[src/rtl/rumo_pkg.sv]
// Shared heading codes, controller state encoding and heading helpers
// for the robot heading command initiator.
package rumo_pkg;

  localparam logic [2:0] NORTE = 3'b001;
  localparam logic [2:0] OESTE = 3'b010;
  localparam logic [2:0] LESTE = 3'b011;
  localparam logic [2:0] SUL   = 3'b100;

  typedef enum logic [2:0] {
    OCIOSO,
    CHECA,
    GIRA,
    ESPERA,
    AVANCA,
    PAUSA,
    FIM,
    ERRO
  } estado_t;

  function automatic logic legal(input logic [2:0] code);
    return (code == NORTE) || (code == OESTE) || (code == LESTE) || (code == SUL);
  endfunction

  // Position in the rotation order N -> O -> S -> L -> N.
  function automatic logic [1:0] idx(input logic [2:0] code);
    logic [1:0] r;
    case (code)
      NORTE:   r = 2'd0;
      OESTE:   r = 2'd1;
      SUL:     r = 2'd2;
      LESTE:   r = 2'd3;
      default: r = 2'd0;
    endcase
    return r;
  endfunction

  function automatic logic [1:0] giros(input logic [2:0] alvo, input logic [2:0] atual);
    return idx(alvo) - idx(atual);
  endfunction

endpackage

[src/rtl/temporizador_espera.sv]
// Loadable down-counter with a zero flag, shared by the rotation wait
// and the spacing between advance pulses.
module temporizador_espera #(
  parameter int W = 4
) (
  input  logic         clock,
  input  logic         reset_n,
  input  logic         carga,
  input  logic [W-1:0] valor,
  input  logic         decr,
  output logic         zero
);

  logic [W-1:0] cnt_q;
  logic [W-1:0] cnt_d;

  always_comb begin
    cnt_d = cnt_q;
    if (carga)
      cnt_d = valor;
    else if (decr && (cnt_q != '0))
      cnt_d = cnt_q - 1'b1;
  end

  always_ff @(posedge clock or negedge reset_n) begin
    if (!reset_n)
      cnt_q <= '0;
    else
      cnt_q <= cnt_d;
  end

  assign zero = (cnt_q == '0);

endmodule

[src/rtl/controle_rumo.sv]
// Heading command initiator: rotates until the fed-back heading matches the
// target (with a timeout), then issues spaced advance pulses.
module controle_rumo
  import rumo_pkg::*;
#(
  parameter int PW      = 4,
  parameter int TIMEOUT = 8,
  parameter int GAP     = 4
) (
  input  logic          clock,
  input  logic          reset_n,
  input  logic          cmd_valid,
  output logic          cmd_ready,
  input  logic [2:0]    cmd_rumo,
  input  logic [PW-1:0] cmd_passos,
  input  logic [2:0]    orientacao,
  output logic          girar,
  output logic          avancar,
  output logic          ocupado,
  output logic          fim,
  output logic          erro
);

  localparam int TMAX = (TIMEOUT > GAP) ? TIMEOUT : GAP;
  localparam int TW   = $clog2(TMAX + 1);
  // The timeout is measured from the girar cycle, so ESPERA lasts TIMEOUT-1 cycles.
  localparam logic [TW-1:0] CARGA_ESPERA = TW'(TIMEOUT - 2);
  localparam logic [TW-1:0] CARGA_PAUSA  = TW'(GAP - 1);

  estado_t       estado_q, estado_d;
  logic [2:0]    alvo_q, alvo_d;
  logic [2:0]    prev_q, prev_d;
  logic [PW-1:0] passos_q, passos_d;
  logic          cmd_ready_q, ocupado_q, girar_q, avancar_q, fim_q, erro_q;

  logic          carga;
  logic [TW-1:0] valor;
  logic          decr;
  logic          zero;

  temporizador_espera #(.W(TW)) u_temporizador (
    .clock   (clock),
    .reset_n (reset_n),
    .carga   (carga),
    .valor   (valor),
    .decr    (decr),
    .zero    (zero)
  );

  always_comb begin
    estado_d = estado_q;
    alvo_d   = alvo_q;
    prev_d   = prev_q;
    passos_d = passos_q;
    carga    = 1'b0;
    valor    = '0;
    decr     = 1'b0;
    case (estado_q)
      OCIOSO: begin
        if (cmd_valid) begin
          alvo_d   = cmd_rumo;
          passos_d = cmd_passos;
          estado_d = legal(cmd_rumo) ? CHECA : ERRO;
        end
      end
      CHECA: begin
        if (!legal(orientacao))
          estado_d = ERRO;
        else if (orientacao == alvo_q)
          estado_d = (passos_q == '0) ? FIM : AVANCA;
        else
          estado_d = GIRA;
      end
      GIRA: begin
        prev_d   = orientacao;
        carga    = 1'b1;
        valor    = CARGA_ESPERA;
        estado_d = ESPERA;
      end
      ESPERA: begin
        // Any change of heading is progress; CHECA decides what comes next.
        if (orientacao != prev_q)
          estado_d = CHECA;
        else if (zero)
          estado_d = ERRO;
        else
          decr = 1'b1;
      end
      AVANCA: begin
        passos_d = passos_q - 1'b1;
        if (passos_q == PW'(1)) begin
          estado_d = FIM;
        end else begin
          carga    = 1'b1;
          valor    = CARGA_PAUSA;
          estado_d = PAUSA;
        end
      end
      PAUSA: begin
        if (zero)
          estado_d = AVANCA;
        else
          decr = 1'b1;
      end
      FIM:     estado_d = OCIOSO;
      ERRO:    estado_d = OCIOSO;
      default: estado_d = OCIOSO;
    endcase
  end

  // Outputs are registered from the next state so they align with the state they describe.
  always_ff @(posedge clock or negedge reset_n) begin
    if (!reset_n) begin
      estado_q    <= OCIOSO;
      alvo_q      <= NORTE;
      prev_q      <= 3'b000;
      passos_q    <= '0;
      cmd_ready_q <= 1'b1;
      ocupado_q   <= 1'b0;
      girar_q     <= 1'b0;
      avancar_q   <= 1'b0;
      fim_q       <= 1'b0;
      erro_q      <= 1'b0;
    end else begin
      estado_q    <= estado_d;
      alvo_q      <= alvo_d;
      prev_q      <= prev_d;
      passos_q    <= passos_d;
      cmd_ready_q <= (estado_d == OCIOSO);
      ocupado_q   <= (estado_d != OCIOSO);
      girar_q     <= (estado_d == GIRA);
      avancar_q   <= (estado_d == AVANCA);
      fim_q       <= (estado_d == FIM);
      erro_q      <= (estado_d == ERRO);
    end
  end

  assign cmd_ready = cmd_ready_q;
  assign ocupado   = ocupado_q;
  assign girar     = girar_q;
  assign avancar   = avancar_q;
  assign fim       = fim_q;
  assign erro      = erro_q;

endmodule

[config.mk]
export PLATFORM = sky130hd
export DESIGN_NAME = controle_rumo
export DESIGN_NICKNAME = d
export VERILOG_FILES = /design/src/rtl/rumo_pkg.sv /design/src/rtl/temporizador_espera.sv /design/src/rtl/controle_rumo.sv
export SDC_FILE = /design/constraint.sdc
export NUM_CORES = 1
export LEC_CHECK = 0
export CAP_MARGIN = 20
export CORE_MARGIN = 2
export CORE_UTILIZATION = 45
export CTS_CLUSTER_DIAMETER = 100
export DETAILED_ROUTE_END_ITERATION = 6
export PLACE_DENSITY_LB_ADDON = 0.12
export SYNTH_ARGS = -nofsm -noshare
export SYNTH_HDL_FRONTEND = slang
export SYNTH_SLANG_ARGS = --single-unit
[constraint.sdc]
create_clock -name clock -period 1.9 [get_ports clock]
set_clock_uncertainty 0.15 [all_clocks]
set_input_delay 0.19 -clock clock [delete_from_list [all_inputs] [get_ports clock]]
set_output_delay 0.19 -clock clock [all_outputs]
set_load 0.05 [all_outputs]
Word-level counts from Yosys, hierarchy flattened
Cells that the tools add are included.

$add $sub $neg: 2. Multiply operators: 0. Div/mod/pow operators: 0. $lt $le $gt $ge: 0. Equality and inequality tests: 23. Shifts and indexed selects: 0. Mux-type cells: 21. Bitwise logic cells: 0. Reduce and logical (&&, ||, !) cells: 18.

Operators with widths (number): $eq 3x3->1 const B (9); $eq 3x2->1 const B (7); $mux 3 (7); $pmux 3 s7 (1); $mux 4 (3); $eq 3x1->1 const B (3); $logic_not 4->1 (2); $pmux 4 s2 (1); $sub 4x1->4 const B (2); $logic_not 3->1 (2); $logic_or 1x1->1 (6); $mux 2 (3); $pmux 3 s2 (1); $eq 4x1->1 const B (1); $pmux 1 s2 (2); $reduce_and 2->1 (2); $reduce_bool 2->1 (2); $reduce_bool 4->1 (1); $eq 3x3->1 (1); $mux 1 (3); $ne 3x3->1 (1); $reduce_bool 3->1 (1); $ne 2x2->1 const B (1); $reduce_or 2->1 (1); $logic_and 1x1->1 (1).

Bits in registers: 23. Latch bits: 0. Memory bits (writable): 0. ROM bits: 0. Input bits: 13. Memories kept: 0.

Longest topological paths before layout
Gate-level depths: netlist (run 1).

Depth after elaboration: 8. Gate-level depth with buffers: 8. Depth with buffers taken out: 8.

By module
From an unflattened synthesis (run 1), not the netlist that was laid out.

Cell total of the unflattened synthesis: 131. Area total of the unflattened synthesis: 1321.3 µm².

By module, submodules not included: controle_rumo (instances 1, cells each 104, area each 1051.0 µm², sequential area each 478.0 µm²); temporizador_espera (instances 1, cells each 27, area each 270.3 µm², sequential area each 100.1 µm²).

Worst setup path before layout (run 1)
OpenSTA, ideal clock, no wires.

Path type: register -> register. Start: reg u_temporizador.cnt_q[0]. End: reg avancar_q, in the netlist avancar. Data arrival time: 1.716 ns. Data required time: 1.669 ns. Path slack: -0.047 ns. Stages on the path, launching flop included: 9. Period minus slack after synthesis: 1.947 ns. Path through: dfrtp_1 -> inv_1 -> ha_1 -> nor3b_1 -> nor2b_1 -> a221o_2 -> nor3_4 -> inv_2 -> nor3b_2.

Cells in the longest elaborated chain, start to end: 5. Elaborated cells on any way between the ends: 6. Those cells by class: 1 x eq/ne; 4 x mux; 1 x reduce/logical.

RTL lines: from (decl) (line temporizador_espera.sv:14) `logic [W-1:0] cnt_q;`; from (signal assigned) (line temporizador_espera.sv:29) `cnt_q <= cnt_d;`; $logic_not 4->1 * (line temporizador_espera.sv:32) `assign zero = (cnt_q == '0);`; $mux 3 (line controle_rumo.sv:84) `else if (zero)`; $mux 3 (line controle_rumo.sv:82) `if (orientacao != prev_q)`; $pmux 3 s7 * (line controle_rumo.sv:58) `case (estado_q)`; named net estado_d[0] (line controle_rumo.sv:30) `estado_t estado_q, estado_d;`; $eq 3x3->1 * (line controle_rumo.sv:132) `avancar_q <= (estado_d == AVANCA);`; to (signal assigned) (line controle_rumo.sv:132); to (decl) (line controle_rumo.sv:34) `logic cmd_ready_q, ocupado_q, girar_q, avancar_q, fim_q, erro_q;`.

Mark *: on every way through the listed nets, which the timed path passes. The rest lies on a longest branch. A chain may end at the register's enable or synchronous reset.

Worst setup path in the final report (run 1)
Same ends and word-level chain as after synthesis.

==> results of run 1 <==
cell type report:
| cell class | count | area share [%] |
|---|---|---|
| well taps | 31 | 2.21 |
| multi-input cells | 86 | 41.9 |
| inverters | 6 | 1.28 |
| clock buffers | 4 | 1.50 |
| flip-flops and latches | 23 | 33.1 |
| repair buffers | 41 | 20.0 |
metal layers:
metal  up-vias  routed length, um
li1        503                  -
met1       512               1240
met2        22               1250
met3         5                 74
met4         0                 48
met5         -                  0
cell families after synthesis:
family / after synthesis
AOI/OAI and AO/OA: 23
xor gates and xnor gates: 11
adders and majority gates: 4
buffers and inverters: 9
DFF: 23
muxes: 3
and+or+nand+nor: 45
cells in the mapped netlist (all sizes together):
cell | number | area, um^2
nor4 | 2 | 27.5
a221o | 1 | 11.3
and3 | 1 | 6.26
nor2 | 6 | 22.5
clkbuf | 1 | 3.75
xor2 | 6 | 52.6
nand2b | 1 | 6.26
a311oi | 3 | 32.5
o221a | 1 | 11.3
xnor2 | 5 | 43.8
or2b | 3 | 22.5
buf | 2 | 18.8
nand3 | 3 | 15.0
nor4b | 2 | 32.5
inv | 6 | 22.5
ha | 4 | 50.1
o22ai | 1 | 6.26
a221oi | 1 | 15.0
o21ai | 3 | 22.5
dfrtp | 21 | 526
or4b | 1 | 10.0
o21bai | 1 | 7.51
o211ai | 4 | 30.0
a211oi | 2 | 15.0
a21oi | 2 | 10.0
nand2 | 14 | 52.6
mux2 | 3 | 33.8
o21a | 1 | 7.51
nor2b | 3 | 18.8
nor3 | 5 | 36.3
dfstp | 2 | 52.6
a211o | 1 | 8.76
nor3b | 4 | 40.0
a21boi | 2 | 26.3
placed cells by master (no fill, tap or decap), types with 4 or more instances in the layout:
cell type / n
o211ai_1: 4
nor2_1: 6
dfrtp_1: 19
buf_4: 24
xor2_1: 6
clkdlybuf4s50_1: 17
nand2_1: 14
xnor2_1: 4
nor3_1: 4
sequential cells by signal, summed over array words and instances (netlist names):
name / count
ocupado: 1
alvo_q: 3
girar: 1
prev_q: 3
erro: 1
avancar: 1
estado_q: 3
fim: 1
passos_q: 4
cmd_ready: 1
u_temporizador.cnt_q: 4
power breakdown:
group	internal, mW	switching [mW]
logic	0.856	0.843
registers	0.731	0.221
clock network	0.0821	0.145
how the worst max path moves through the flow:
stage	slack, ns	to	depth (start not counted)	startpoint
global placement	-0.21	girar	6	orientacao[2]
floorplan	0.06	avancar	8	u_temporizador.cnt_q[0]
global route	-0.13	avancar	8	u_temporizador.cnt_q[0]
detailed placement	-0.27	fim	5	orientacao[2]
finish	-0.008	avancar	8	u_temporizador.cnt_q[0]
CTS	-0.002	avancar	8	u_temporizador.cnt_q[0]
critical path, cell delays in order, from the launching register on:
cell and delay (ns):
dfrtp_1 0.40, inv_2 0.08, ha_4 0.14, nor3b_4 0.20, nor2b_1 0.08, a221o_2 0.38
nor3_4 0.19, inv_2 0.06, nor3b_2 0.17
what timing repair did:
item	in CTS	in global routing
setup endpoints to repair	4	10
gates resized for setup	8	7
setup buffers	3	3
endpoints found under the hold margin	0	0
pin swaps	0	3
hold buffers	0	0
through the flow:
step	hold slack, ns	setup slack (ns)	instances	util, %	total power [mW]
2_1_floorplan	-0.256	0.0556	118	-	1.95
3_3_place_gp	0.310	-0.211	181	58.9	2.42
3_5_place_dp	0.330	-0.273	181	58.9	2.46
4_1_cts	0.0667	-0.00173	188	61.7	2.79
5_1_grt	0.0822	-0.135	191	63.6	3.12
6_report	0.0681	-0.00763	191	63.6	2.88
==> results.md, run 1 <==
* Status: finished, violations left
* Failing checks: negative setup slack
* Synth Instances at 118
* Hold Fails Final Rpt at 0
* RSZ-0062 raised after global routing: true
* Max IR drop VDD at 1.11 mV
* Final WS setup at -0.00763 ns
* Vias in the first global route at between 1000 and 1500
* P&R area growth vs syn at 35.1%
* Initial antenna violation count at 0
* Clock transition at the registers of the reported paths at ~0.12 ns
* Met2 usage at 28.1%
* Type of origin of the critical path: flip-flop
* #FFs+latches synth at 23
* Hold Path Class: input pin to asynchronous set/reset pin
* Via count at 1042
* Mean Syn Cell Area at 11.0 um^2
* # fillers at approximately 230
* Cell Rows at 19
* Worst-margin pin slew at 0.495 ns
* Number of diodes at 0
* Fin Setup TNS at -0.00763 ns
* Total Routed Length at 2600 um
* XOR/XNOR share of the synthesized area at 7.43%
* Worst-Skew Late Latency at about 0.31 ns
* Port Buf Inserts at 18
* FF-to-FF End: avancar
* CP endpoint kind: flip-flop
* Adder-cell area share of the yosys netlist at 3.86%
* Slew HR at 66.9%
* Total GRT Usage at between 10% and 20%
* Fmax at between 500 and 600 MHz
* Post-detailed-route via-to-cell ratio at 5.46
* DRC errors left at 0
* GR Util met1 at 24.7%
* Synth Area in Compound Gates at about 16%
* Worst R2R Path Depth at 8
* CP arrival at 2.01 ns
* Die W at 57.7 um
* Area taken by multi-input logic gates at 734 um^2
* H-tree depth at 1
* Tmin final at about 1.9 ns
* Fraction of layout cells with a size suffix above 1 at 34.4%
* Drt pass-1 iters at 4
* DIE HEIGHT at 57.7 um
* Met3 usage at 2.68%
* Power per cell area at 1640 mW/mm^2
* Finished layout cell area at ~0.0018 mm^2
* Core ar. at 0.00276 mm^2
* Clock Tree Buf Depth at 2
* CTS tree: built
* # setup viols final at 1
* Pin count of the biggest net entering global routing at 24
* WL/cell at 13.6 um
* Number of buffers created by CTS at 3
* Register area share after synthesis at ~45%
* Die area at 0.00333 mm^2
* Reg2Reg Setup Slack at -0.008 ns
* Main combinational cell family by area after synthesis: simple AND/OR/NAND/NOR gates
* Synthesized area at 0.00130 mm^2
* IO Pins at 19
* Worst r2r src: u_temporizador.cnt_q[0]
* Slew Limit Fails at 0
* Register Area at 581 um^2
* Remaining global-route overflow at 0
* Synthesized Nets at 135
* DP HPWL at 1890 um
* Gr busiest metal: met2
* Fin nets at 178
* CP Class: flip-flop to flip-flop
* RePlAce Congestion at 0.851
* Initial Util at between 40% and 50%
* Netlist cell types at 43
* Required time of the worst setup path at 2.00 ns
* Clock sinks at 23
* Final Cycle Share at 100%
* Worst Path Max Fanout at 4
* Max capacitance violation total at 0
* Simple-gate share of the synthesized area at around 22%
* First-pass GRT wire length at 4600 um
* Leak at 0.750 nW
* Mux contribution to synthesized area at 2.60%
* Yosys warns at 0
* ANT nets after route at 0
* Initial DRC Count at 24
* Post-Place Cell Area at 0.00162 mm^2
* Clock root cell: clkbuf_4
Note: power is estimated with default switching activity, not from simulation.
==> run 2, diff against run 1 <==
- SKIP_CTS_REPAIR_TIMING: unset -> 1
==> run 2 against run 1 <==
Against the previous run: global-route usage shrank 0.39 points; combinational power down 6%; clock-buffer cell count unchanged; maximum frequency down 3.7%; the flow still finishes with violations (negative setup slack); cell count down 2.1%; critical endpoint unchanged; cell area is 3.4% lower; via count fell by 2.3%; critical path type unchanged.
==> results.md, run 2 (synthesized netlist as in run 1, its figures left out) <==
* Max IR drop VDD at 1.03 mV (was 1.11 mV)
* Largest regs: passos_q (4), u_temporizador.cnt_q (4) (unchanged)
* RePlAce Congestion at 0.851 (unchanged)
* Required time of the worst setup path at 2.00 ns (about the same)
* Number of diodes at 0 (unchanged)
* Post-detailed-route via-to-cell ratio at 5.44 (was 5.46)
* DRC errors left at 0 (unchanged)
* First-pass GRT wire length at 4500 um (was 4600 um)
* RSZ-0062 raised after global routing: true (unchanged)
* Overall Power at 2.75 mW (was 2.88 mW)
* Finished layout cell area at 0.00169 mm^2 (was 0.00175 mm^2)
* Switch share at 42.6% (was 42.0%)
* DIE HEIGHT at 57.7 um (unchanged)
* CP max stage delay at 0.41 ns (was 0.40 ns)
* CP endpoint: avancar (unchanged)
* Post-Place Cell Area at 0.00162 mm^2 (unchanged)
* Combinational share of power at 57.6% (was 59.0%)
* Worst-Skew Late Latency at 0.32 ns (was 0.31 ns)
* Failing checks: negative setup slack (unchanged)
* Worst R2R Path Depth at 8 (unchanged)
* H-tree depth at 1 (unchanged)
* CP endpoint kind: flip-flop (unchanged)
* CP arrival at 2.08 ns (was 2.01 ns)
* Max capacitance violation total at 0 (unchanged)
* Commonest cells after routing, fill and taps aside: 21 x dfrtp_1, 20 x buf_4, 17 x clkdlybuf4s50_1 (was 24 x buf_4, 19 x dfrtp_1, 17 x clkdlybuf4s50_1)
* ANT nets after route at 0 (unchanged)
* Total GRT Usage at 17.4% (was 17.8%)
* Final WS setup at -0.0808 ns (was -0.00763 ns)
* Origin of the worst setup path: u_temporizador.cnt_q[0] (unchanged)
* Reg2Reg Setup Slack at -0.08 ns (was -0.008 ns)
* IO Pins at 19 (unchanged)
* Worst path most repeated cell: inv_2 (unchanged)
* Leak at 0.724 nW (was 0.750 nW)
* P&R area growth vs syn at 30.5% (was 35.1%)
* WP depth at 8 (unchanged)
* Delay-heaviest family, CP: simple AND/OR/NAND/NOR gates (unchanged)
* Type of origin of the critical path: flip-flop (unchanged)
* Die area at 0.00333 mm^2 (unchanged)
* Drt pass-1 iters at 4 (unchanged)
* CTS tree: built (unchanged)
* Cell Rows at 19 (unchanged)
* Sw Pwr at 1.17 mW (was 1.21 mW)
* Pre-CTS setup slack at -0.273 ns (unchanged)
* # setup viols final at 7 (was 1)
* Clock root cell: clkbuf_4 (unchanged)
* Remaining global-route overflow at 0 (unchanged)
* Vias in the first global route at 1006 (was 1021)
* Hold Fails Final Rpt at 0 (unchanged)
* Die W at 57.7 um (unchanged)
* Number of buffers created by CTS at 3 (unchanged)
* Clock Tree Buf Depth at 2 (unchanged)
* Final Cycle Share at 104% (was 100%)
* Slew HR at 66.9% (unchanged)
* Total Routed Length at 2510 um (was 2600 um)
* Commonest non-fill, non-tap cell in the layout: dfrtp_1 (was buf_4)
* DP HPWL at 1890 um (unchanged)
* Fin nets at 174 (was 178)
* Clock transition at the registers of the reported paths at 0.12 ns (about the same)
* WP buf/inv at 2 (unchanged)
* Initial DRC Count at 13 (was 24)
* Worst r2r src: u_temporizador.cnt_q[0] (unchanged)
* Initial Util at 47.1% (unchanged)
* Critical Path, Cell by Cell: inv_2 -> ha_2 -> nor3b_4 -> nor2b_1 -> a221o_2 -> nor3_4 -> inv_2 -> nor3b_2 (was inv_2 -> ha_4 -> nor3b_4 -> nor2b_1 -> a221o_2 -> nor3_4 -> inv_2 -> nor3b_2)
* Tmin final at 1.98 ns (was 1.91 ns)
* Sequential Power Share at 33.9% (was 33.1%)
* Clock sinks at 23 (unchanged)
* Initial antenna violation count at 0 (unchanged)
* Pin count of the biggest net entering global routing at 24 (unchanged)
* Int Power at 1.58 mW (was 1.67 mW)
* Fin Setup TNS at -0.252 ns (was -0.00763 ns)
* Port Buf Inserts at 18 (unchanged)
* Clk network pwr share at 8.4% (was 7.9%)
* Via count at 1018 (was 1042)
* Status: finished, violations left (unchanged)
* Core ar. at 0.00276 mm^2 (unchanged)
* Worst-margin pin slew at 0.495 ns (unchanged)
* FF-to-FF End: avancar (unchanged)
* Power per cell area at 1630 mW/mm^2 (was 1640 mW/mm^2)
* Fraction of layout cells with a size suffix above 1 at 29.5% (was 34.4%)
* Fmax at 505 MHz (was 524 MHz)
* Slew Limit Fails at 0 (unchanged)
* CP Class: flip-flop to flip-flop (unchanged)
* Worst Path Max Fanout at 4 (unchanged)
* Hold Path Class: input pin to asynchronous set/reset pin (unchanged)
* Slowest cell on crit path: dfrtp_1 (unchanged)
* WL/cell at 13.4 um (was 13.6 um)
## run 2: through the flow
step           std cells  hold slack, ns  utilization, %
6_report             187          0.0628            61.4
5_1_grt              187          0.0815            61.4
4_1_cts              185          0.0668            59.8
3_5_place_dp         181           0.330            58.9
3_3_place_gp         181           0.310            58.9
2_1_floorplan        118          -0.256               -
## run 2: area by class of cell
cell class,count,area (um^2)
clock buffer,4,26.3
timing repair buffer,37,320
fill,236,1060
sequential,23,578
multi-input combinational,86,707
inverter,6,22.5
tap,31,38.8
## run 2: worst min path at each step
stage / end / cells past startpoint
2_1_floorplan: alvo_q[1] / 0
3_3_place_gp: alvo_q[0] / 2
3_5_place_dp: alvo_q[0] / 2
4_1_cts: erro / 2
5_1_grt: erro / 2
6_report: u_temporizador.cnt_q[0] / 2
## run 2: power groups by stage
stage / Combinational [mW] / Clock (mW) / Sequential [mW]
2_1_floorplan: 0.920 / 0 / 1.03
5_1_grt: 1.76 / 0.257 / 0.970
3_3_place_gp: 1.50 / 0 / 0.924
6_report: 1.59 / 0.232 / 0.935
3_5_place_dp: 1.52 / 0 / 0.934
4_1_cts: 1.53 / 0.244 / 0.922
## run 2: metal layers
metal  share of wire (%)  vias up  global-route usage [%]
met5                   0        -                       0
met4                 1.9        0                    6.98
met3                 2.8        5                    2.68
met2                  47       18                    27.6
met1                  48      498                    24.0
li1                    -      497                       -
